### config.mk
export PLATFORM = sky130hd
export DESIGN_NAME = gpi_mirror_debounce
export DESIGN_NICKNAME = d
export VERILOG_FILES = /design/src/rtl/gpi_mirror_debounce.sv
export SDC_FILE = /design/constraint.sdc
export NUM_CORES = 1
export LEC_CHECK = 0
export ABC_AREA = 1
export CAP_MARGIN = 20
export CORE_ASPECT_RATIO = 1.2
export CORE_UTILIZATION = 39
export CTS_BUF_LIST = sky130_fd_sc_hd__clkbuf_16
export DETAILED_ROUTE_END_ITERATION = 8
export PLACE_DENSITY = 0.58
export SYNTH_ARGS = -nofsm -noshare
export SYNTH_HDL_FRONTEND = slang
export SYNTH_SLANG_ARGS = --single-unit
### constraint.sdc
create_clock -name clock -period 1.3 [get_ports clock]
set_input_delay 0.26 -clock clock [delete_from_list [all_inputs] [get_ports clock]]
set_output_delay 0.26 -clock clock [all_outputs]
set_load 0.01 [all_outputs]
### src/rtl/gpi_mirror_debounce.sv
// GPI-to-GPO mirror: per-bit synchroniser and debouncer feeding a four-mode
// output bank, with a sticky, maskable edge interrupt.
module gpi_mirror_debounce #(
    parameter int unsigned      WIDTH       = 8,
    parameter int unsigned      SYNC_STAGES = 2,
    parameter int unsigned      DEBOUNCE    = 16,
    parameter logic [WIDTH-1:0] RESET_VAL   = '0
) (
    input  logic             clock,
    input  logic             resetb,
    input  logic [WIDTH-1:0] gpi,
    input  logic [1:0]       mode,
    input  logic             snap,
    input  logic [1:0]       edge_sel,
    input  logic [WIDTH-1:0] irq_en,
    input  logic [WIDTH-1:0] irq_clr,
    output logic [WIDTH-1:0] gpo,
    output logic [WIDTH-1:0] gpo_oeb,
    output logic [WIDTH-1:0] status,
    output logic             irq
);

    localparam int unsigned CW = $clog2(DEBOUNCE + 1);
    localparam logic [CW-1:0] CNT_MAX = CW'(DEBOUNCE);
    localparam logic [CW-1:0] CNT_ONE = CW'(1);

    logic [WIDTH-1:0] sync_q [SYNC_STAGES];
    logic [WIDTH-1:0] sync_d [SYNC_STAGES];
    logic [CW-1:0]    cnt_q  [WIDTH];
    logic [CW-1:0]    cnt_d  [WIDTH];

    logic [WIDTH-1:0] sync_out;
    logic [WIDTH-1:0] db_q, db_d;
    logic [WIDTH-1:0] db_prev_q, db_prev_d;
    logic [WIDTH-1:0] snap_q, snap_d;
    logic [WIDTH-1:0] status_q, status_d;
    logic             irq_q, irq_d;
    logic [WIDTH-1:0] gpo_q, gpo_d;
    logic [WIDTH-1:0] oeb_q, oeb_d;
    logic [WIDTH-1:0] rise, fall, set_v;

    assign sync_out = sync_q[SYNC_STAGES-1];

    always_comb begin
        sync_d[0] = gpi;
        for (int s = 1; s < SYNC_STAGES; s++) begin
            sync_d[s] = sync_q[s-1];
        end
    end

    // A change is only accepted after DEBOUNCE consecutive differing samples.
    always_comb begin
        db_d = db_q;
        for (int i = 0; i < WIDTH; i++) begin
            cnt_d[i] = '0;
            if (sync_out[i] != db_q[i]) begin
                if (cnt_q[i] + CNT_ONE == CNT_MAX) begin
                    db_d[i] = sync_out[i];
                end else begin
                    cnt_d[i] = cnt_q[i] + CNT_ONE;
                end
            end
        end
    end

    always_comb begin
        db_prev_d = db_q;
        rise      = db_q & ~db_prev_q;
        fall      = ~db_q & db_prev_q;
        set_v     = (rise & {WIDTH{edge_sel[0]}})
                  | (fall & {WIDTH{edge_sel[1]}});
        // Set has priority over a coincident clear.
        status_d  = set_v | (status_q & ~irq_clr);
        irq_d     = |(status_q & irq_en);
        snap_d    = snap ? db_q : snap_q;
    end

    always_comb begin
        gpo_d = '0;
        oeb_d = '1;
        unique case (mode)
            2'd0: begin
                gpo_d = '0;
                oeb_d = '1;
            end
            2'd1: begin
                gpo_d = db_q;
                oeb_d = '0;
            end
            2'd2: begin
                gpo_d = ~db_q;
                oeb_d = '0;
            end
            2'd3: begin
                gpo_d = snap_q;
                oeb_d = '0;
            end
            default: begin
                gpo_d = '0;
                oeb_d = '1;
            end
        endcase
    end

    always_ff @(posedge clock) begin
        if (!resetb) begin
            for (int s = 0; s < SYNC_STAGES; s++) begin
                sync_q[s] <= RESET_VAL;
            end
            for (int i = 0; i < WIDTH; i++) begin
                cnt_q[i] <= '0;
            end
            db_q      <= RESET_VAL;
            db_prev_q <= RESET_VAL;
            snap_q    <= RESET_VAL;
            status_q  <= '0;
            irq_q     <= 1'b0;
            gpo_q     <= '0;
            oeb_q     <= '1;
        end else begin
            for (int s = 0; s < SYNC_STAGES; s++) begin
                sync_q[s] <= sync_d[s];
            end
            for (int i = 0; i < WIDTH; i++) begin
                cnt_q[i] <= cnt_d[i];
            end
            db_q      <= db_d;
            db_prev_q <= db_prev_d;
            snap_q    <= snap_d;
            status_q  <= status_d;
            irq_q     <= irq_d;
            gpo_q     <= gpo_d;
            oeb_q     <= oeb_d;
        end
    end

    assign gpo     = gpo_q;
    assign gpo_oeb = oeb_q;
    assign status  = status_q;
    assign irq     = irq_q;

endmodule
== Yosys cells after proc, flatten, opt, wreduce, memory -nomap -nowiden ==
Memories as Yosys holds them, arrays and structs flattened.
Cells that the tools add are included.

* Word-level logic and storage cells: 105
* Memories kept: 2
* RAM bits: 56
* Register bits: 49
* Input bits: 31
* Output and inout bits: 25

{| class="wikitable"
|+ Memory list
! memory !! words !! bits a word !! read ports !! clocked after memory_dff !! write ports !! RTL line !! text
|-
| cnt_q || 8 || 5 || 8 || 0 || 8 || 29 || <nowiki>logic [CW-1:0] cnt_q [WIDTH];</nowiki>
|-
| sync_q || 2 || 8 || 2 || 0 || 2 || 27 || <nowiki>logic [WIDTH-1:0] sync_q [SYNC_STAGES];</nowiki>
|}

* Muxes and demuxes: 30
* Add/subtract/negate cells: 8
* Reduce and logical (&&, ||, !) cells: 11
* Bitwise gates (word level): 21
* Equal/unequal tests: 19

{| class="wikitable"
|+ Operators with widths
! cell !! count
|-
| 5-bit two-way mux || 24
|-
| 8-bit AND || 6
|-
| 5-bit by 1-bit adder with 5-bit output (second input constant) || 8
|-
| 5-bit == test (second input constant) || 8
|-
| 8-bit one-hot mux with 4 select lines || 1
|-
| 8-bit inverter || 3
|-
| 8-bit two-way mux || 2
|-
| 8-bit OR || 2
|-
| 8-bit one-hot mux with 2 select lines || 1
|-
| 2-bit AND reduction || 8
|-
| 1-bit OR || 10
|-
| 1-bit != test || 8
|-
| 8-bit OR reduction || 1
|-
| 2-bit == test (second input constant) || 2
|-
| 3-bit OR reduction || 1
|-
| 2-bit by 1-bit == test with 1-bit output (second input constant) || 1
|-
| 2-bit zero test || 1
|-
| 1-bit two-way mux || 2
|}

== Logic depth before layout (Yosys ltp) ==
* Depth after elaboration: 5
* Mapped depth: 9

== Least setup slack after synthesis ==
OpenSTA, ideal clock, no wires.

* Path kind: register -> register
* Start: mem cnt_q[0][15] (netlist bit)
* End: mem cnt_q[0][15] (netlist bit)
* Buffers on the path: 0
* Slack: 0.056 ns
* Arrival: 1.127 ns
* Cell stages (with the launch flop): 9
* Path through: dfxtp_1 ha_1 inv_1 nand2_1 nand2_1 nor2_2 nand3_2 nand2_1 nor2_1

{| class="wikitable"
|+ RTL lines
! item !! RTL line
|-
| start: declaration || 29
|}

== Worst setup path in the final report ==
* Start: reg status_q[7] (netlist: status[7])
* End: out status[7]

{| class="wikitable"
|+ RTL lines
! item !! RTL line !! text
|-
| start: declaration || 36 || <nowiki>logic [WIDTH-1:0] status_q, status_d;</nowiki>
|-
| start signal: assignment || 130 || <nowiki>status_q <= status_d;</nowiki>
|-
| end: declaration || 19 || <nowiki>output logic [WIDTH-1:0] status,</nowiki>
|}

No word-level cell between the ends.

==> impl_metrics.toml <==
[global_routing]
first_global_vias = 3231
grt_max_degree = 20
gr-usage-all-layers_pct = 15.76
grt_overflow = 0
grt_first_pass_wirelength_um = 14100
antenna_found_initial = 0

[cts]
clock_latency_ps = 340
clock-root-buffer = "sky130_fd_sc_hd__clkbuf_16"
ctsHtreeMaxLevel = 3
tritoncts_num_sinks = 98
max-clock-path-buffers = 2
cts.reportedPaths.clkPinSlew_ps = 70
cts_tree = "done"
cts_buffers = 9

[detailed_routing]
violation_count_after_the_first_detailed_route_iteration = 110
route.vias.total = 3474
number_of_remaining_drc_errors = 0
route.antenna.remaining_nets = 0
detail_route.first_pass.iterations = 6
via_per_inst = 4.559
wl_um = 8477
wl_per_cell_um = 11.12

[floorplanning]
die_area_mm2 = 0.01119
die_width_um = 96.75
initial_core_util_pct = 39.95
core.rowCount = 41
placeableCoreArea_mm2 = 0.01052
fp.dieH_um = 115.7
ios = 56

[worst_setup_path]
cp.arrival_ps = 990
critPathLaunchType = "flip-flop"
worst-setup-path-type = "reg2out"
buf_inv_on_cp = 1
rr_startpoint = "cnt_q[0][15]"
reg2reg_setup_slack_ps = 90
critical_path.reg2reg.endpoint = "cnt_q[0][16]"
timing.critical_path.fanout_max = 3
timing.critical_path.required_ps = 1040
setup.worst_path.end_class = "output pin"
timing.critical_path.cells = "dlygate4sd2_1"
ff2ff_path_depth = 8
critical_path.slowest_cell = "sky130_fd_sc_hd__dfxtp_1"
critical_path.top_delay_family = "flip-flops"
critical-path-max-stage-delay_ps = 370

[hold_path]
holdPathEnd = "status[5]"
hold_path.class = "in2reg"
min_delay_path_depth = 4
hold_path_startpoint = "resetb"

[power_and_ir_drop]
power.share.combinational_pct = 5.6
power.density_mw_per_mm2 = 1132
power.share.switching_pct = 20.70
p_clk_share_pct = 44.4
fin_total_pwr_mw = 6.198
share_seq_of_total_power_pct = 49.9
power_leakage_nw = 2.572
power.switching_mw = 1.283
p_int_mw = 4.915
vdd_drop_max_v = 0.0006585

[synthesis]
ys.warnings.count = 0
synth.yosys.seq_area_share_pct = 46.69
mappedNetlistNets = 594
post_synthesis_sequential_element_count = 98
synthesis.area_mm2 = 0.004202
syn_area_per_cell_um2 = 7.681
synthDistinctLibCells = 26
postSynthCellCount = 547

[sta]
final.hold.worst_slack_ps = 311.4
final.setup_skew_ps = 5.567
maxSlewHeadroom_pct = 80.17
unrepaired_setup_endpoints_after_global_routing = "true"
period_minus_slack_ps = 1249
report.final.hold_viol_count = 0
timing.setup.tns_ps = 0
final-setup-viol-count = 0
worstMarginPinSlew_ps = 296.8
timing.final.crit_share_pct = 96.04
maxClockFrequency_ghz = 0.8009
report.final.slew_viol_count = 0

[placed_design]
io_buffers = 55
gp_routability_congestion = 0.7654
detailed_place_hpwl_um = 6238

[final_layout]
num_antenna_cells = 0
layout.cells.most_common = "sky130_fd_sc_hd__nand2_1"
final_cell_mix = "sky130_fd_sc_hd__nand2_1, sky130_fd_sc_hd__inv_1, sky130_fd_sc_hd__dfxtp_1"
area_growth_syn_to_layout_pct = 30.29
fraction_of_layout_cells_with_a_size_suffix_above_1_pct = 18.48
net_total_in_the_final_layout = 675

[run_status]
status = "finished clean"

[job]
timing.max_cap.violations = 0
cells in the mapped netlist, drive strengths merged:
cell / n / area share [%]
o221ai: 7 / 1.5
inv: 107 / 9.6
o21a: 1 / 0.18
buf: 13 / 2.1
xor2: 2 / 0.42
o21ai: 21 / 2.5
nand2: 127 / 12
nand3: 40 / 6.0
a21oi: 18 / 2.6
nor2: 61 / 5.9
a211oi: 8 / 1.4
dfxtp: 98 / 47
nand4: 20 / 3.0
clkbuf: 5 / 0.71
ha: 16 / 4.8
xnor2: 2 / 0.42
a31oi: 1 / 0.15
metal layers:
layer / vias up / part of all wire, % / global-route usage [%]
met5: - / 0 / 0
met4: 0 / 1.4 / 6.468
met3: 8 / 3.5 / 3.498
met2: 54 / 46 / 26.48
met1: 1551 / 49 / 19.72
li1: 1861 / - / -
area by class of cell:
class | instances | area, um^2
Timing Repair Buffer | 88 | 803.3
Tap cell | 129 | 161.4
Clock buffer | 9 | 225.2
Clock inverter | 7 | 85.08
Inverter | 107 | 401.6
Fill cell | 995 | 5042
Sequential cell | 98 | 1977
Multi-Input combinational cell | 324 | 1821
stage by stage:
step	utilization (%)	instances	worst slack (ps)	area, um^2
after floorplan	-	547	55.53	4202
after global placement	48.27	746	-32.87	5076
after detailed placement	48.27	746	-85.29	5076
after CTS	50.96	762	23.85	5359
after global routing	52.05	762	-14.70	5474
final	52.05	762	51.45	5474
power groups by stage:
stage | clock network [mW] | registers, mW | logic, mW
2_1_floorplan | 0 | 3.16 | 0.149
3_3_place_gp | 0 | 3.16 | 0.366
3_5_place_dp | 0 | 3.16 | 0.370
4_1_cts | 2.83 | 3.09 | 0.352
5_1_grt | 2.97 | 3.10 | 0.385
6_report | 2.75 | 3.09 | 0.349
registers in the layout, indices dropped and copies added, names as in the netlist:
signal     cells
gpo_oeb        1
snap_q         8
status         8
sync_q        16
gpo            8
cnt_q         40
db_prev_d      8
irq            1
db_prev_q      8
worst min-delay path, cell delays in order:
cell and delay [ps]:
sky130_fd_sc_hd__buf_2 120, sky130_fd_sc_hd__buf_12 140, sky130_fd_sc_hd__nand2_1 60, sky130_fd_sc_hd__inv_1 40
how the worst max path moves through the flow:
stage	cells past startpoint	start	endpoint	slack, ps
final	1	status[7]	status[7]	50
after CTS	8	cnt_q[0][0]	cnt_q[0][2]	20
after floorplan	8	cnt_q[0][15]	cnt_q[0][15]	60
after detailed placement	4	mode[0]	gpo[1]	-90
after global placement	4	mode[0]	gpo[1]	-30
after global routing	9	cnt_q[0][10]	db_prev_d[2]	-10
kinds of logic (layout without fill, tap and decap cells):
logic type / after synthesis / after routing / share of synthesized area (%)
xor+xnor: 4 / 4 / 0.8340
flops: 98 / 98 / 46.69
fa+ha+maj: 16 / 16 / 4.765
compound gates: 56 / 56 / 8.309
simple gates: 248 / 248 / 27.04
buf+inv: 125 / 211 / 12.36
repair_timing:
item | 4_1_cts | 5_1_grt
hold buffers | 0 | 0
setup buffers | 0 | 0
pin swaps | 0 | 8
cloned | 0 | 0
resized for setup | 27 | 32
endpoints found under the setup margin | 28 | 48
(Power assumes the default switching activity.)
==> patch 1, RTL diff (same flow settings) <==
Set the parameter `DEBOUNCE` to 32 (it was 16).
--- a/src/rtl/gpi_mirror_debounce.sv
+++ b/src/rtl/gpi_mirror_debounce.sv
@@ -3,7 +3,7 @@
 module gpi_mirror_debounce #(
     parameter int unsigned      WIDTH       = 8,
     parameter int unsigned      SYNC_STAGES = 2,
-    parameter int unsigned      DEBOUNCE    = 16,
+    parameter int unsigned      DEBOUNCE    = 32,
     parameter logic [WIDTH-1:0] RESET_VAL   = '0
 ) (
     input  logic             clock,
Behaviour: same outputs for any inputs over 10 cycles, from zero or initial values and one cycle with resetb low; that may be too few to reach the edited logic, so the function may still have changed.
==> patch 1 against the unedited design <==
Utilization rose by 1.5 points; largest power group unchanged; highest routed layer unchanged; routed wire length up 11%; sequential cell count up 8; sequential power increased by 7.8%; worst hold slack better by 0.00067 ns; critical endpoint is now cnt_q[0][2]; setup slack worse by 0.027 ns; area after synthesis up 9.4%; cell area up 13%; total power increased by 7.8%; critical path depth up 7.
==> patch 1: results (changes against the unedited design) <==
run status complete, no violations (unchanged); pin count of the biggest net entering global routing 27 (was 20); initial antenna violation count 0 (unchanged); Final GP Congestion 0.7412 (was 0.7654); top flop regs cnt_q (48), sync_q (16) (was cnt_q (40), sync_q (16)); top cells by area, synth dfxtp_1, inv_1, nand2_1, nand3_1, nor2_1 (was dfxtp_1, nand2_1, inv_1, ha_1, nor2_1); Adder-Cell Fraction of Synth Area 2.179% (was 4.765%); met3 wire length 211 µm (was 297 µm); GRT busiest layer met2 (unchanged); postcts setup bufs 1 (was 0); post-CTS sizing 55 (was 27); CTS buffer count 9 (unchanged); Routed WL per cell 10.94 µm (was 11.12 µm); crit path DAT 1.51 ns (was 0.99 ns); nets 739 (was 675); gr usage total 16.21% (was 15.76%); first-pass GRT wire length 15800 µm (was 14100 µm); Slew headroom 75.87% (was 80.17%); Peak supply drop 0.5408 mV (was 0.6585 mV); drt via density 4.597 (was 4.559); Post-synth top cells inv_1, nand2_1, dfxtp_1, nor2_1, nand3_1 (was nand2_1, inv_1, dfxtp_1, nor2_1, nand3_1); multiplexer share of the synthesized area 0% (unchanged); LEAKAGE 2.698 nW (was 2.572 nW); Slowest-stage cell, CP dfxtp_2 (was dfxtp_1); synth unique cells 30 (was 26); CP delay by family, top simple AND/OR/NAND/NOR gates (was flip-flops); Place WS -0.07256 ns (was -0.08529 ns); H-tree Lvls 3 (unchanged); GRT met1 Usage 17.87% (was 19.72%); Placed Cells 843 (was 746); Iter 0 DRT Violations 162 (was 110); via count 3958 (was 3474); crit-path max FO 5 (was 3); post-synthesis compound-gate area fraction 9.586% (was 8.309%); Post-Synthesis Cells 613 (was 547); fill count 1149 (was 995); share of cells above drive strength 1 24.57% (was 18.48%); DP Wirelength 6745 µm (was 6238 µm); Hold Path Class in2reg (unchanged); clock skew 0.005071 ns (was 0.005567 ns); Seq/Total Area, Yosys 46.19% (was 46.69%); maximum clock path buffer count 2 (unchanged); met2 Use GR 29.76% (was 26.48%); Initial DRT Pass Iterations 4 (was 6); clock tree root driver cell clkbuf_16 (unchanged); GR Util met3 2.477% (was 3.498%); Synth Area in XOR/XNOR 1.525% (was 0.8338%); Met2 Wirelength 4940 µm (was 3903 µm); M1 wire length 4094 µm (was 4156 µm); vias in the first global route 3826 (was 3231); syn nets 652 (was 594); Post-Place Cell Area 5533 µm² (was 5076 µm²)
## patch 1: final timing paths
path	startpoint	to	slack (ns)	cells past startpoint
hold / removal	resetb	sync_q[0][12]	0.31	4
setup / recovery	cnt_q[0][1]	cnt_q[0][2]	0.02	8
setup reg to reg	cnt_q[0][1]	cnt_q[0][2]	0.02	8
hold reg to reg	sync_q[0][6]	sync_q[0][14]	0.41	2
## patch 1: power breakdown
group          switching (mW)  total, mW  internal, mW
logic                   0.163      0.342         0.179
clock network            1.14       3.00          1.86
registers              0.0312       3.33          3.30
total                    1.33       6.68          5.35
## patch 1: cell type report
class / instances / area [µm²] / share of cell area, %
Clock buffer: 9 / 225.2 / 3.653
Clock inverter: 6 / 107.6 / 1.745
Inverter: 120 / 454.2 / 7.368
Multi-Input combinational cell: 364 / 2166 / 35.13
Sequential cell: 106 / 2156 / 34.97
Tap cell: 157 / 196.4 / 3.187
Timing Repair Buffer: 99 / 859.6 / 13.94
==> patch 2, RTL diff (config.mk and constraints unchanged) <==
Without the edit above. The output `gpo` loses its register stage (`gpo_q` becomes a continuous assignment).
--- a/src/rtl/gpi_mirror_debounce.sv
+++ b/src/rtl/gpi_mirror_debounce.sv
@@ -115,7 +115,6 @@
             snap_q    <= RESET_VAL;
             status_q  <= '0;
             irq_q     <= 1'b0;
-            gpo_q     <= '0;
             oeb_q     <= '1;
         end else begin
             for (int s = 0; s < SYNC_STAGES; s++) begin
@@ -129,10 +128,11 @@
             snap_q    <= snap_d;
             status_q  <= status_d;
             irq_q     <= irq_d;
-            gpo_q     <= gpo_d;
             oeb_q     <= oeb_d;
         end
     end
+
+    assign gpo_q = gpo_d;
 
     assign gpo     = gpo_q;
     assign gpo_oeb = oeb_q;
Check against the original RTL: not equivalent (a bounded check fails within 4 cycles, from zero or initial values and one cycle with resetb low).
==> patch 2 against the unedited design <==
The run now ends with setup timing left; routed wire length stayed put; sequential share of layout area is 2.2 points lower; total power is 12% lower; setup slack worse by 0.16 ns; cell area is 1.1% lower; largest power group unchanged; sequential cell count is 8 lower; area after synthesis is 2.8% lower; combinational power is 8.6% higher; fmax is 11% lower.
==> patch 2: results (changes against the unedited design) <==
final worst slack -0.1085 ns (was 0.05145 ns); postcts setup bufs 2 (was 0); failing checks setup timing; DP Wirelength 6135 µm (was 6238 µm); first-pass GRT wire length 14270 µm (was 14100 µm); run status finished, violations left (was complete, no violations); Seq/Total Area, Yosys 44.13% (was 46.69%); clock skew 0.006033 ns (was 0.005567 ns); WHS Endpoint gpo_oeb[6] (was status[5]); M1 wire length 3972 µm (was 4156 µm); Placed Cells 741 (was 746); met2 Use GR 27.10% (was 26.48%); Post-Synthesis Cells 534 (was 547); hold_ws 0.1361 ns (was 0.3114 ns); final setup violating endpoints 7 (was 0); post-route setup TNS -0.5386 ns (was 0 ns); sw power 1.215 mW (was 1.283 mW); Slowest-stage cell, CP dfxtp_2 (was dfxtp_1); worst reg2reg setup slack 0.11 ns (was 0.09 ns); sequential share of power 51.8% (was 49.9%); Peak supply drop 0.5946 mV (was 0.6585 mV); Slew headroom 81.43% (was 80.17%); Post-Place Cell Area 5016 µm² (was 5076 µm²); combinational cell power 0.379 mW (was 0.349 mW); met3 wire length 315 µm (was 297 µm); drt via density 4.611 (was 4.559); Initial DRT Pass Iterations 4 (was 6); Max stage delay on crit path 0.34 ns (was 0.37 ns); vias in the first global route 3297 (was 3231); gr usage total 16.99% (was 15.76%); hold path cells 2 (was 4); Critical R2R Launch cnt_q[0][5] (was cnt_q[0][15]); post-CTS sizing 91 (was 27); Met2 Wirelength 3913 µm (was 3903 µm)
-- patch 2: changes by cell type after synthesis, sizes merged, moves of 4 or more --
cell   change
a22o       +4
dfxtp      -8
o21ai      -7
nand2     -10
nor2      +11
-- patch 2: area by class of cell --
| class | count | area [µm²] | share of cell area, % |
|---|---|---|---|
| well taps | 126 | 157.7 | 2.913 |
| flip-flops and latches | 90 | 1837 | 33.94 |
| repair buffers | 100 | 843.3 | 15.58 |
| clock inverters | 6 | 25.02 | 0.4624 |
| clock buffers | 9 | 225.2 | 4.162 |
| inverters | 107 | 406.6 | 7.514 |
| multi-input cells | 320 | 1917 | 35.42 |
-- patch 2: kinds of logic (layout without fill, tap and decap cells) --
family	count (synthesis)	in the layout	share of synthesized area [%]
buf+inv	124	222	12.41
compound gates	53	53	8.367
fa+ha+maj	16	16	4.903
simple gates	247	247	29.33
xor+xnor	4	4	0.8583
flops	90	90	44.13
